**src/rtl/text_mode_pkg.sv**
```systemverilog
// Shared constants, FSM states and strobe bundle for the 80x30 text-mode glyph fetch path.
package text_mode_pkg;

  localparam int H_ACTIVE      = 640;
  localparam int V_ACTIVE      = 480;
  localparam int WORDS_PER_ROW = 20;
  localparam int CTRL_ADDR     = 600;
  localparam int FETCH_LATENCY = 3;

  typedef enum logic [1:0] {
    ST_IDLE,
    ST_CTRL_ADDR,
    ST_CTRL_CAP
  } fetch_state_e;

  // Timing strobes travel together; 'active' is vde qualified by the visible width.
  typedef struct packed {
    logic hsync;
    logic vsync;
    logic vde;
    logic active;
  } strobes_t;

  localparam strobes_t STROBES_IDLE = '{hsync: 1'b1, vsync: 1'b1, vde: 1'b0, active: 1'b0};

  function automatic logic [7:0] select_byte(input logic [31:0] word, input logic [1:0] k);
    return word[{k, 3'b000} +: 8];
  endfunction

endpackage

```
**src/rtl/vram_glyph_fetch.sv**
```systemverilog
// Text-mode pixel generator: VRAM glyph fetch, font lookup and a once-per-frame
// colour register read, producing a 3-clock-latency foreground select and strobes.
module vram_glyph_fetch #(
  parameter int H_ACTIVE      = text_mode_pkg::H_ACTIVE,
  parameter int WORDS_PER_ROW = text_mode_pkg::WORDS_PER_ROW,
  parameter int CTRL_ADDR     = text_mode_pkg::CTRL_ADDR
) (
  input  logic        pixel_clk,
  input  logic        pixel_aresetn,
  input  logic [9:0]  drawX,
  input  logic [9:0]  drawY,
  input  logic        hsync_in,
  input  logic        vsync_in,
  input  logic        vde_in,
  output logic [9:0]  vram_addr,
  input  logic [31:0] vram_rdata,
  output logic [10:0] font_addr,
  input  logic [7:0]  font_data,
  output logic        pix_fg,
  output logic        hsync_out,
  output logic        vsync_out,
  output logic        vde_out,
  output logic [11:0] fgd_rgb,
  output logic [11:0] bkg_rgb
);

  import text_mode_pkg::fetch_state_e;
  import text_mode_pkg::ST_IDLE;
  import text_mode_pkg::ST_CTRL_ADDR;
  import text_mode_pkg::ST_CTRL_CAP;
  import text_mode_pkg::V_ACTIVE;
  import text_mode_pkg::strobes_t;
  import text_mode_pkg::STROBES_IDLE;
  import text_mode_pkg::select_byte;

  fetch_state_e state, state_next;
  logic         trigger;
  logic         capture_en;
  logic [9:0]   text_addr;

  // Only the colour fields of the control word are kept (word bits 24:1).
  logic [23:0]  ctrl_q;

  logic [4:0]   s1_x;
  logic [3:0]   s1_y;
  strobes_t     s1_strb;
  logic [7:0]   glyph;

  logic [7:0]   s2_font;
  logic [2:0]   s2_x;
  logic         s2_inv;
  strobes_t     s2_strb;
  strobes_t     cur_strb;

  assign text_addr = 10'(drawY[9:4]) * 10'(WORDS_PER_ROW) + 10'(drawX[9:5]);
  assign trigger   = !vde_in && (drawY == 10'(V_ACTIVE)) && (drawX == 10'd0);

  assign cur_strb.hsync  = hsync_in;
  assign cur_strb.vsync  = vsync_in;
  assign cur_strb.vde    = vde_in;
  assign cur_strb.active = vde_in && (drawX < 10'(H_ACTIVE));

  always_comb begin
    vram_addr = '0;
    if (state == ST_CTRL_ADDR) begin
      vram_addr = 10'(CTRL_ADDR);
    end else if (vde_in) begin
      vram_addr = text_addr;
    end
  end

  always_ff @(posedge pixel_clk or negedge pixel_aresetn) begin
    if (!pixel_aresetn) begin
      state <= ST_IDLE;
    end else begin
      state <= state_next;
    end
  end

  // The control word is addressed in CTRL_ADDR and arrives from the BRAM during CTRL_CAP.
  always_comb begin
    state_next = state;
    capture_en = 1'b0;
    case (state)
      ST_IDLE: begin
        if (trigger) begin
          state_next = ST_CTRL_ADDR;
        end
      end
      ST_CTRL_ADDR: begin
        state_next = ST_CTRL_CAP;
      end
      ST_CTRL_CAP: begin
        state_next = ST_IDLE;
        capture_en = 1'b1;
      end
      default: begin
        state_next = ST_IDLE;
      end
    endcase
  end

  always_ff @(posedge pixel_clk or negedge pixel_aresetn) begin
    if (!pixel_aresetn) begin
      ctrl_q <= '0;
    end else if (capture_en) begin
      ctrl_q <= vram_rdata[24:1];
    end
  end

  assign fgd_rgb = ctrl_q[23:12];
  assign bkg_rgb = ctrl_q[11:0];

  // Sync strobes reset to their inactive (high) level so outputs never glitch low after reset.
  always_ff @(posedge pixel_clk or negedge pixel_aresetn) begin
    if (!pixel_aresetn) begin
      s1_x    <= '0;
      s1_y    <= '0;
      s1_strb <= STROBES_IDLE;
    end else begin
      s1_x    <= drawX[4:0];
      s1_y    <= drawY[3:0];
      s1_strb <= cur_strb;
    end
  end

  assign glyph     = select_byte(vram_rdata, s1_x[4:3]);
  assign font_addr = {glyph[6:0], s1_y};

  always_ff @(posedge pixel_clk or negedge pixel_aresetn) begin
    if (!pixel_aresetn) begin
      s2_font <= '0;
      s2_x    <= '0;
      s2_inv  <= 1'b0;
      s2_strb <= STROBES_IDLE;
    end else begin
      s2_font <= font_data;
      s2_x    <= s1_x[2:0];
      s2_inv  <= glyph[7];
      s2_strb <= s1_strb;
    end
  end

  always_ff @(posedge pixel_clk or negedge pixel_aresetn) begin
    if (!pixel_aresetn) begin
      pix_fg    <= 1'b0;
      hsync_out <= 1'b1;
      vsync_out <= 1'b1;
      vde_out   <= 1'b0;
    end else begin
      pix_fg    <= s2_strb.active & (s2_font[3'd7 - s2_x] ^ s2_inv);
      hsync_out <= s2_strb.hsync;
      vsync_out <= s2_strb.vsync;
      vde_out   <= s2_strb.vde;
    end
  end

endmodule

```
**config.mk**
```make
export PLATFORM = sky130hd
export DESIGN_NAME = vram_glyph_fetch
export DESIGN_NICKNAME = d
export VERILOG_FILES = /design/src/rtl/text_mode_pkg.sv /design/src/rtl/vram_glyph_fetch.sv
export SDC_FILE = /design/constraint.sdc
export NUM_CORES = 1
export LEC_CHECK = 0
export ABC_AREA = 1
export ABC_CLOCK_PERIOD_IN_PS = 3570
export CAP_MARGIN = 30
export CORE_AREA = 8 8 89 91
export CTS_CLUSTER_DIAMETER = 100
export CTS_CLUSTER_SIZE = 20
export DETAILED_ROUTE_END_ITERATION = 10
export DIE_AREA = 0 0 97 99
export PLACE_DENSITY = 0.78
export REMOVE_ABC_BUFFERS = 1
export SLEW_MARGIN = 30
export SYNTH_ARGS = -nofsm -noshare
export SYNTH_HDL_FRONTEND = slang
export SYNTH_SLANG_ARGS = --single-unit
```
**constraint.sdc**
```tcl
create_clock -name pixel_clk -period 3.57 [get_ports pixel_clk]
set_input_delay 0.714 -clock pixel_clk [delete_from_list [all_inputs] [get_ports pixel_clk]]
set_output_delay 0.714 -clock pixel_clk [all_outputs]
set_load 0.005 [all_outputs]
```
; ---- After elaboration in Yosys (flattened, before gate mapping)
; Cells that the tools add are included.
[word_totals]
ff_bits = 59
latchBits = 0
ramBits = 0
romBits = 0
out_inout_bits = 49
word_cells = 44
memories = 0
[classes]
addsub = 2
n_mul = 1
div_mod_pow = 0
order_cmp = 2
n_eq_ne = 4
shifts = 1
n_mux = 7
n_bitwise = 2
n_reduce_logical = 6
[ops]
columns = operator, count
row1 = variable part select 32 x 6 -> 8 bit, 1
row2 = 2-to-1 mux 10 bit, 2
row3 = adder 10 x 5 -> 10 bit, 1
row4 = equality test 10 x 9 -> 1 bit (second input constant), 1
row5 = logical NOT 10 bit, 1
row6 = less-than comparator 10 bit (second input constant), 1
row7 = multiplier 6 x 3 -> 8 bit (second input constant), 1
row8 = less-than comparator 3 x 4 -> 1 bit (second input constant), 1
row9 = case mux 2 bit (2 select lines), 1
row10 = binary-select mux 1 bit (select 3 bit), 1
row11 = logical AND 1 bit, 3
row12 = subtractor 3 bit (first input constant), 1
row13 = equality test 2 x 1 -> 1 bit (second input constant), 1
row14 = equality test 2 bit (second input constant), 1
row15 = logical NOT 2 bit, 1
row16 = 2-to-1 mux 1 bit, 2
row17 = 2-to-1 mux 2 bit, 1
row18 = != test 2 bit (second input constant), 1
row19 = bitwise AND 1 bit, 1
row20 = logical NOT 1 bit, 1
row21 = XOR 1 bit, 1

; ---- Depth between registers and ports, before layout
; Gate-level depths: netlist of the first run.
[depth]
ltp_word = 5
mapped_depth = 13

; ---- Least setup slack after synthesis of the first run
; No wires, ideal clock.
[synth_timing]
kind = input port to output port
start = input drawY[5]
end = output vram_addr[9]
t_arrival_ns = 2.293
slack_ns = 0.563
stages = 11
cell_sequence = ha_1 > ha_1 > inv_1 > fa_1 > nor2_1 > nand3_1 > nor2_1 > nand2_1 > nand2_1 > nand3_1 > nand2_1
[synth_between]
elab_chain_cells = 4
[synth_lines]
columns = item, line
row1 = from (decl), vram_glyph_fetch.sv:11  ; input logic [9:0] drawY,
row2 = multiplier 6 x 3 -> 8 bit, vram_glyph_fetch.sv:55  ; assign text_addr = 10'(drawY[9:4]) * 10'(WORDS_PER_ROW) + 10'(drawX[9:5]);
row3 = adder 10 x 5 -> 10 bit, vram_glyph_fetch.sv:55
row4 = 2-to-1 mux 10 bit, vram_glyph_fetch.sv:67  ; end else if (vde_in) begin
row5 = 2-to-1 mux 10 bit, vram_glyph_fetch.sv:65  ; if (state == ST_CTRL_ADDR) begin
row6 = to (decl), vram_glyph_fetch.sv:15  ; output logic [9:0] vram_addr,
; No other way between the ends.

; ---- Final worst setup path of the first run
[layout_timing]
start = input drawY[5]
end = output vram_addr[8]
; The elaborated chain is that of the path after synthesis.

==> results of run 1 <==
how the worst min path moves through the flow:
stage,start,endpoint
after floorplan,s1_strb[0],s2_strb[0]
after global placement,s1_strb[0],s2_strb[0]
after detailed placement,s1_x[2],s2_x[2]
after CTS,s1_x[2],s2_x[2]
after global routing,s1_strb[0],s2_strb[0]
final,s1_x[2],s2_x[2]
through the flow:
| step | hold slack [ns] | setup WS [ns] | setup TNS [ns] | cells | utilization, % |
|---|---|---|---|---|---|
| after floorplan | 0.331 | 0.563 | 0 | 275 | - |
| after CTS | 0.346 | -0.0329 | -0.0329 | 499 | 64.3 |
| after global placement | 0.334 | -0.439 | -1.09 | 481 | 60.6 |
| final | 0.346 | 0.109 | 0 | 501 | 65.0 |
| after detailed placement | 0.335 | -0.502 | -1.35 | 481 | 60.6 |
| after global routing | 0.350 | 0.00310 | 0 | 501 | 65.0 |
power by group through the flow:
stage | Sequential, mW | Combinational, mW | Clock, mW
floorplan | 0.726 | 0.108 | 0
global placement | 0.725 | 0.307 | 0
detailed placement | 0.726 | 0.313 | 0
CTS | 0.714 | 0.319 | 0.648
global route | 0.717 | 0.363 | 0.673
finish | 0.714 | 0.330 | 0.627
worst max-delay path: cells and delay by family:
kind                       cells  cell delay [ns]
xor gates and xnor gates       1             0.13
buffers and inverters          3             0.57
adders and majority gates      3             0.96
and+or+nand+nor                4             0.36
layer usage:
layer,up-vias,global-route usage (%)
met4,0,8.28
li1,1174,-
met3,14,4.34
met2,61,28.3
met5,-,0
met1,1081,15.8
logic make-up (layout without fill, tap and decap cells):
logic type / count (synthesis) / count (layout) / share of synthesized area [%]
AND/OR/NAND/NOR: 101 / 101 / 15.0
XOR/XNOR: 3 / 3 / 0.959
AO/OA/AOI/OAI: 43 / 43 / 7.99
buffers and inverters: 53 / 185 / 8.44
adder cells (fa/ha/maj): 13 / 13 / 6.48
flip-flops: 59 / 59 / 54.1
multiplexers: 17 / 17 / 6.98
cell usage in the layout, fill, tap and decap left out, drive strengths merged, types with 11 or more instances in the layout:
| cell type | instances |
|---|---|
| nand2 | 47 |
| clkdlybuf4s50 | 103 |
| ha | 11 |
| clkbuf | 14 |
| nor2 | 33 |
| dfrtp | 53 |
| nand3 | 14 |
| o21ai | 32 |
| mux2 | 17 |
| buf | 18 |
| inv | 39 |
registers in the layout (all words and copies together), names as in the netlist, 2 cells and up:
signal and count:
s2_strb 4, s2_x 3, s1_y 4, state 2, s2_font 8, s1_x 5, ctrl_q 24, s1_strb 4
what timing repair did:
item / 4_1_cts / 5_1_grt
resized for setup: 15 / 12
endpoints found under the setup margin: 4 / 4
setup buffers: 2 / 2
pin swaps: 8 / 8
area by class of cell:
cell class                      count  area, um^2  share of cell area [%]
Clock buffer                       12         165                    3.87
Clock inverter                      4        47.5                    1.11
Inverter                           39         146                    3.43
Multi-Input combinational cell    177        1090                    25.4
Sequential cell                    59        1480                    34.7
Tap cell                           80         100                    2.34
Timing Repair Buffer              130        1240                    29.1
==> flow_summary.yaml, run 1 <==
worst_setup_path:
  crit_fanout: 2
  crit_slowest_cell: "fa_2"
  start_kind: "primary input"
  worstSetupEndpointType: "output pin"
  crit_top_cell: "dlygate4sd2_1"
  arrival_ns: 2.75
  timing_worst_setup_path_type: "in2out"
  reg2reg_depth: 2
  rr_startpoint: "state[1]"
  startpoint: "drawY[5]"
  critPathMaxStageDelay_ns: 0.46
  r2r_slack_ns: 2.16
  cp.required_ns: 2.86
  worst_r2r_endpoint: "ctrl_q[14]"
  path_cells: "dlygate4sd2_1 > ha_1 > ha_2 > inv_2 > fa_2 > nor2_4 > nand2_2 > nor2_2 > xnor2_1 > nor2_1 > dlygate4sd2_1"
  crit_end: "vram_addr[8]"
logic_synthesis:
  synthMostInstantiatedCell: "dfrtp_1"
  avgSynthCellArea_um2: 9.49
  synthCells: 289
  synth_top_flop_cell: "dfrtp_1"
  yosys_warnings: 0
  synth_edf_count: 0
  ys_seq_elements: 59
  synth_top_area_share_pct: 48.4
  synthTopCellsByCount: "dfrtp_1, nand2_1, inv_1"
  ys_top_cells_by_area: "dfrtp_1, mux2_2, nand2_1"
  ys_seq_area_share_pct: 54.1
  synth.largest_area_cell: "dfrtp_1"
  synth_cell_types: 24
  syn-cell-area_mm2: 0.00274
  ys_async_sr_fraction_pct: 100
pwr:
  design_power_total_mw: 1.67
  powerDensity_mw_per_mm2: 391
  power_frac_clock_pct: 37.6
  ir_drop_mv: 0.268
  intPower_mw: 1.27
  p_sw_mw: 0.405
  p_leak_nw: 2.00
  p_comb_share_pct: 19.7
  p_seq_share_pct: 42.7
  swShare_pct: 24.3
grt:
  antenna_found_initial: 0
  grt_pass1_wl_um: 12000
  grt_max_degree: 47
  first_global_vias: 2509
  grt_overflow: 0
  grt.total_usage_pct: 15.5
clock_network:
  numClockSinks: 59
  cts_tree: "done"
  path_clk_slew_ns: 0.06
  h-tree-depth: 3
  clockBufferDepth: 2
  hold_buffers: 0
  root_buffer: "clkbuf_8"
  worstSkewPairLatency_ns: 0.33
  numCtsBuffers: 9
timing:
  slew_headroom_pct: 59.1
  finalHoldViolCount: 0
  fin_crit_ns: 3.46
  setup_violations: 0
  rsz0062_at_grt: "false"
  fin_skew_ns: 0.00742
  fmax_mhz: 289
  drv_slew: 0
  worstMarginPinSlew_ns: 0.611
  period_share_pct: 96.9
placement:
  placed_cell_area_mm2: 0.00398
  io_buffers: 113
  dpl.hpwl_um: 5880
  gp_congestion: 0.847
die:
  die_h_um: 99
  rows: 30
  die_area_mm2: 0.00960
  fp.dieW_um: 97
  start_util_pct: 41.7
  io_pins: 114
  fp.coreArea_mm2: 0.00657
route:
  routed-wl-met2_um: 4120
  routed_wl_um: 7620
  num_vias: 2330
  via_per_inst: 4.65
  wl_met3_um: 373
  drt_iter0_markers: 45
  wl_met1_um: 2950
  dr.pass1.iters: 4
  top_layer_used: "met4"
  wl_per_cell_um: 15.2
  drtAntennaViolNets: 0
  drc: 0
finish:
  stdcell_area_mm2: 0.00427
  num_antenna_cells: 0
  layout-drive-gt1-share_pct: 17.8
  syn_to_final_growth_pct: 55.8
  nets: 494
  fillers: 527
run:
  drv_cap: 0
min_path:
  hold_depth: 0
  worstHoldPathType: "reg2reg"
run_status:
  status: "finished clean"
(Power assumes the default switching activity.)
==> inputs of run 2 (changes only) <==
GPL_ROUTABILITY_DRIVEN = 0   (was unset)
SKIP_CTS_REPAIR_TIMING = 1   (was unset)
==> flow_summary.yaml, run 2 (synthesis results as in run 1) <==
run_status:
  status: "finished clean"
route:
  num_vias: 2323
  drc: 0
  drt_iter0_markers: 38
  drtAntennaViolNets: 0
  wl_per_cell_um: 15.2
  via_per_inst: 4.66
  routed_wl_um: 7570
  dr.pass1.iters: 4
clock_network:
  numCtsBuffers: 9
  path_clk_slew_ns: 0.06
  cts_tree: "done"
  numClockSinks: 59
  worstSkewPairLatency_ns: 0.33
  clockBufferDepth: 2
  h-tree-depth: 3
  root_buffer: "clkbuf_8"
pwr:
  intPower_mw: 1.27
  power_frac_clock_pct: 37.6
  p_sw_mw: 0.403
  ir_drop_mv: 0.268
  p_leak_nw: 2.07
  p_seq_share_pct: 42.8
  swShare_pct: 24.1
  design_power_total_mw: 1.67
  powerDensity_mw_per_mm2: 391
  p_comb_share_pct: 19.6
die:
  start_util_pct: 41.7
  fp.coreArea_mm2: 0.00657
  die_area_mm2: 0.00960
  rows: 30
  die_h_um: 99
  fp.dieW_um: 97
  io_pins: 114
timing:
  slew_headroom_pct: 58.4
  worstMarginPinSlew_ns: 0.621
  rsz0062_at_grt: "true"
  setup_violations: 0
  drv_slew: 0
  fin_crit_ns: 3.55
  period_share_pct: 99.4
  tns_ns: 0
  finalHoldViolCount: 0
  fin_skew_ns: 0.00774
  fmax_mhz: 282
grt:
  first_global_vias: 2498
  antenna_found_initial: 0
  grt.total_usage_pct: 15.5
  grt_max_degree: 47
  grt_overflow: 0
  grt_pass1_wl_um: 12000
worst_setup_path:
  crit_fanout: 3
  worstSetupEndpointType: "output pin"
  startpoint: "drawY[4]"
  rr_startpoint: "state[1]"
  arrival_ns: 2.84
  path_cells: "clkdlybuf4s50_1 > ha_1 > ha_2 > inv_2 > fa_2 > nor2_4 > nand3_2 > nor2_4 > nand3_1 > nand3_1 > nand2_1 > dlymetal6s2s_1"
  timing_worst_setup_path_type: "in2out"
  start_kind: "primary input"
  cp.required_ns: 2.86
  crit_slowest_cell: "fa_2"
  critPathMaxStageDelay_ns: 0.46
finish:
  stdcell_count: 498
  largest_register_ffs: 24
  final_cell_mix: "clkdlybuf4s50_1, dfrtp_1, nand2_1"
  fillers: 529
  layout-drive-gt1-share_pct: 16.0
  num_antenna_cells: 0
  syn_to_final_growth_pct: 55.5
  final_common_cell: "clkdlybuf4s50_1"
  largestRegisters: "ctrl_q x24, s2_font x8, s1_x x5"
  regMostFlops: "ctrl_q"
  stdcell_area_mm2: 0.00426
  post-route-util_pct: 64.9
  nets: 491
min_path:
  worstHoldPathType: "reg2reg"
  worst_hold_startpoint: "s1_x[2]"
placement:
  placed_cell_area_mm2: 0.00398
  io_buffers: 113
  dpl.hpwl_um: 5880
  dp_cells: 481
run:
  drv_cap: 0
run 2: cell type report:
class                   instances  area [um^2]  area share, %
clock inverters                 4         47.5           1.12
well taps                      80          100           2.35
repair buffers                127         1250           29.4
flip-flops and latches         59         1480           34.8
multi-input cells             177         1070           25.0
clock buffers                  12          165           3.87
inverters                      39          146           3.43
run 2: metrics by stage:
step                      hold WS (ns)  worst slack (ns)
after floorplan                  0.331             0.563
after global placement           0.334            -0.439
after detailed placement         0.335            -0.502
after CTS                        0.346            -0.506
after global routing             0.350            -0.114
final                            0.346            0.0208
run 2: final timing paths:
check,to,slack (ns),depth (start not counted)
worst max-delay path,vram_addr[9],0.02,12
worst min-delay path,s2_x[2],0.35,0
worst max register to register,ctrl_q[14],2.15,2
worst min register to register,s2_x[2],0.35,0
max in group asynchronous,s2_strb[2],2.58,2
min in group asynchronous,ctrl_q[0],0.36,1
run 2: critical path, delay by kind of cell:
| kind | cells | cell delay [ns] |
|---|---|---|
| and+or+nand+nor | 6 | 0.60 |
| adders and majority gates | 3 | 0.88 |
| buffers and inverters | 3 | 0.64 |
run 2: power by group through the flow:
stage | Combinational, mW | Sequential (mW) | Clock [mW]
final | 0.326 | 0.714 | 0.628
after global routing | 0.361 | 0.717 | 0.673
after CTS | 0.316 | 0.714 | 0.648
after detailed placement | 0.313 | 0.726 | 0
after global placement | 0.307 | 0.725 | 0
after floorplan | 0.108 | 0.726 | 0
run 2: routing by layer:
| layer | part of all wire [%] | GRT usage [%] | up-vias |
|---|---|---|---|
| met1 | 38 | 15.9 | 1082 |
| met3 | 5.0 | 4.34 | 10 |
| li1 | - | - | 1169 |
| met2 | 55 | 28.0 | 62 |
| met4 | 1.9 | 8.28 | 0 |
| met5 | 0 | 0 | - |
==> inputs of run 3 (changes only) <==
CAP_MARGIN = 20   (was 30)
CTS_CLUSTER_SIZE = 8   (was 20)
GPL_TIMING_DRIVEN = 0   (was unset)
==> flow_summary.yaml, run 3 (synthesis results as in run 1) <==
die:
  fp.dieW_um: 97
  start_util_pct: 41.7
  io_pins: 114
  fp.coreArea_mm2: 0.00657
  rows: 30
  die_h_um: 99
  die_area_mm2: 0.00960
pwr:
  power_frac_clock_pct: 36.8
  powerDensity_mw_per_mm2: 387
  swShare_pct: 23.6
  p_comb_share_pct: 18.9
  p_sw_mw: 0.380
  design_power_total_mw: 1.61
  intPower_mw: 1.23
  p_seq_share_pct: 44.3
  ir_drop_mv: 0.196
  p_leak_nw: 2.00
worst_setup_path:
  path_cells: "clkdlybuf4s50_1 > ha_1 > inv_1 > fa_1 > inv_1 > nor2_1 > o21ai_0 > clkdlybuf4s50_1"
  start_kind: "primary input"
  crit_slowest_cell: "clkdlybuf4s50_1"
  critPathMaxStageDelay_ns: 0.57
  arrival_ns: 2.73
  cp_top_family: "buffers and inverters"
  worst-path-buf-inv: 4
  timing_worst_setup_path_type: "in2out"
  crit_fanout: 3
  cp.required_ns: 2.86
  worstSetupEndpointType: "output pin"
placement:
  io_buffers: 113
  dp_slack_ns: -0.659
  dp_cells: 469
  dpl.hpwl_um: 5740
finish:
  layout-drive-gt1-share_pct: 11.9
  syn_to_final_growth_pct: 51.8
  num_antenna_cells: 0
  regMostFlops: "ctrl_q"
  final_common_cell: "clkdlybuf4s50_1"
  stdcell_count: 484
  post-route-util_pct: 63.4
  largestRegisters: "ctrl_q x24, s2_font x8, s1_x x5"
  largest_register_ffs: 24
  final_cell_mix: "clkdlybuf4s50_1, dfrtp_1, nand2_1"
  nets: 478
route:
  drtAntennaViolNets: 0
  drc: 0
  routed_wl_um: 7350
  wl_per_cell_um: 15.2
  num_vias: 2272
  drt_iter0_markers: 90
  via_per_inst: 4.69
  dr.pass1.iters: 4
timing:
  tns_ns: 0
  worstMarginPinSlew_ns: 0.616
  setup_violations: 0
  setup_slack_ns: 0.121
  drv_slew: 0
  finalHoldViolCount: 0
  period_share_pct: 96.6
  fmax_mhz: 290
  slew_headroom_pct: 58.8
  fin_crit_ns: 3.45
  fin_skew_ns: 0.00640
grt:
  grt.total_usage_pct: 15.2
  grt_max_degree: 53
  antenna_found_initial: 0
  first_global_vias: 2402
  grt_pass1_wl_um: 11800
  grt_overflow: 0
run:
  drv_cap: 0
clock_network:
  cts_tree: "done"
  path_clk_slew_ns: 0.06
  h-tree-depth: 3
  numClockSinks: 59
  numCtsBuffers: 9
  worstSkewPairLatency_ns: 0.32
  clockBufferDepth: 2
  root_buffer: "clkbuf_8"
run_status:
  status: "finished clean"
min_path:
  worstHoldPathType: "in2async"
-- run 3: layout make-up --
type / count / area [um^2]
Clock buffer: 13 / 159
Fill cell: 548 / 2410
Clock inverter: 2 / 35.0
Multi-Input combinational cell: 177 / 1060
Timing Repair Buffer: 114 / 1180
Tap cell: 80 / 100
Sequential cell: 59 / 1480
Inverter: 39 / 146
-- run 3: metal layers --
layer	track usage [%]	wire length (um)
met5	0	0
met1	15.3	2770
met2	28.0	3990
met4	7.10	153
met3	4.69	432
-- run 3: power by group through the flow --
stage	Clock [mW]	Sequential, mW	Combinational [mW]
after floorplan	0	0.726	0.108
after global placement	0	0.725	0.293
after detailed placement	0	0.727	0.302
after CTS	0.609	0.715	0.304
after global routing	0.638	0.718	0.338
final	0.593	0.715	0.304
-- run 3: final timing paths --
kind	slack (ns)	start	endpoint	cells after the start
setup / recovery	0.12	drawX[7]	vram_addr[4]	8
hold / removal	0.21	pixel_aresetn	ctrl_q[8]	1
setup reg to reg	2.16	state[1]	ctrl_q[5]	2
hold reg to reg	0.34	s1_x[2]	s2_x[2]	0
max in group asynchronous	2.83	pixel_aresetn	s1_strb[2]	2
min in group pixel_clk	0.34	s1_x[2]	s2_x[2]	0
-- run 3: metrics by stage --
step	hold WS, ns	area, um^2
after global routing	0.203	4160
after detailed placement	0.335	3920
after floorplan	0.331	2660
final	0.213	4160
after global placement	0.332	3890
after CTS	0.197	4110
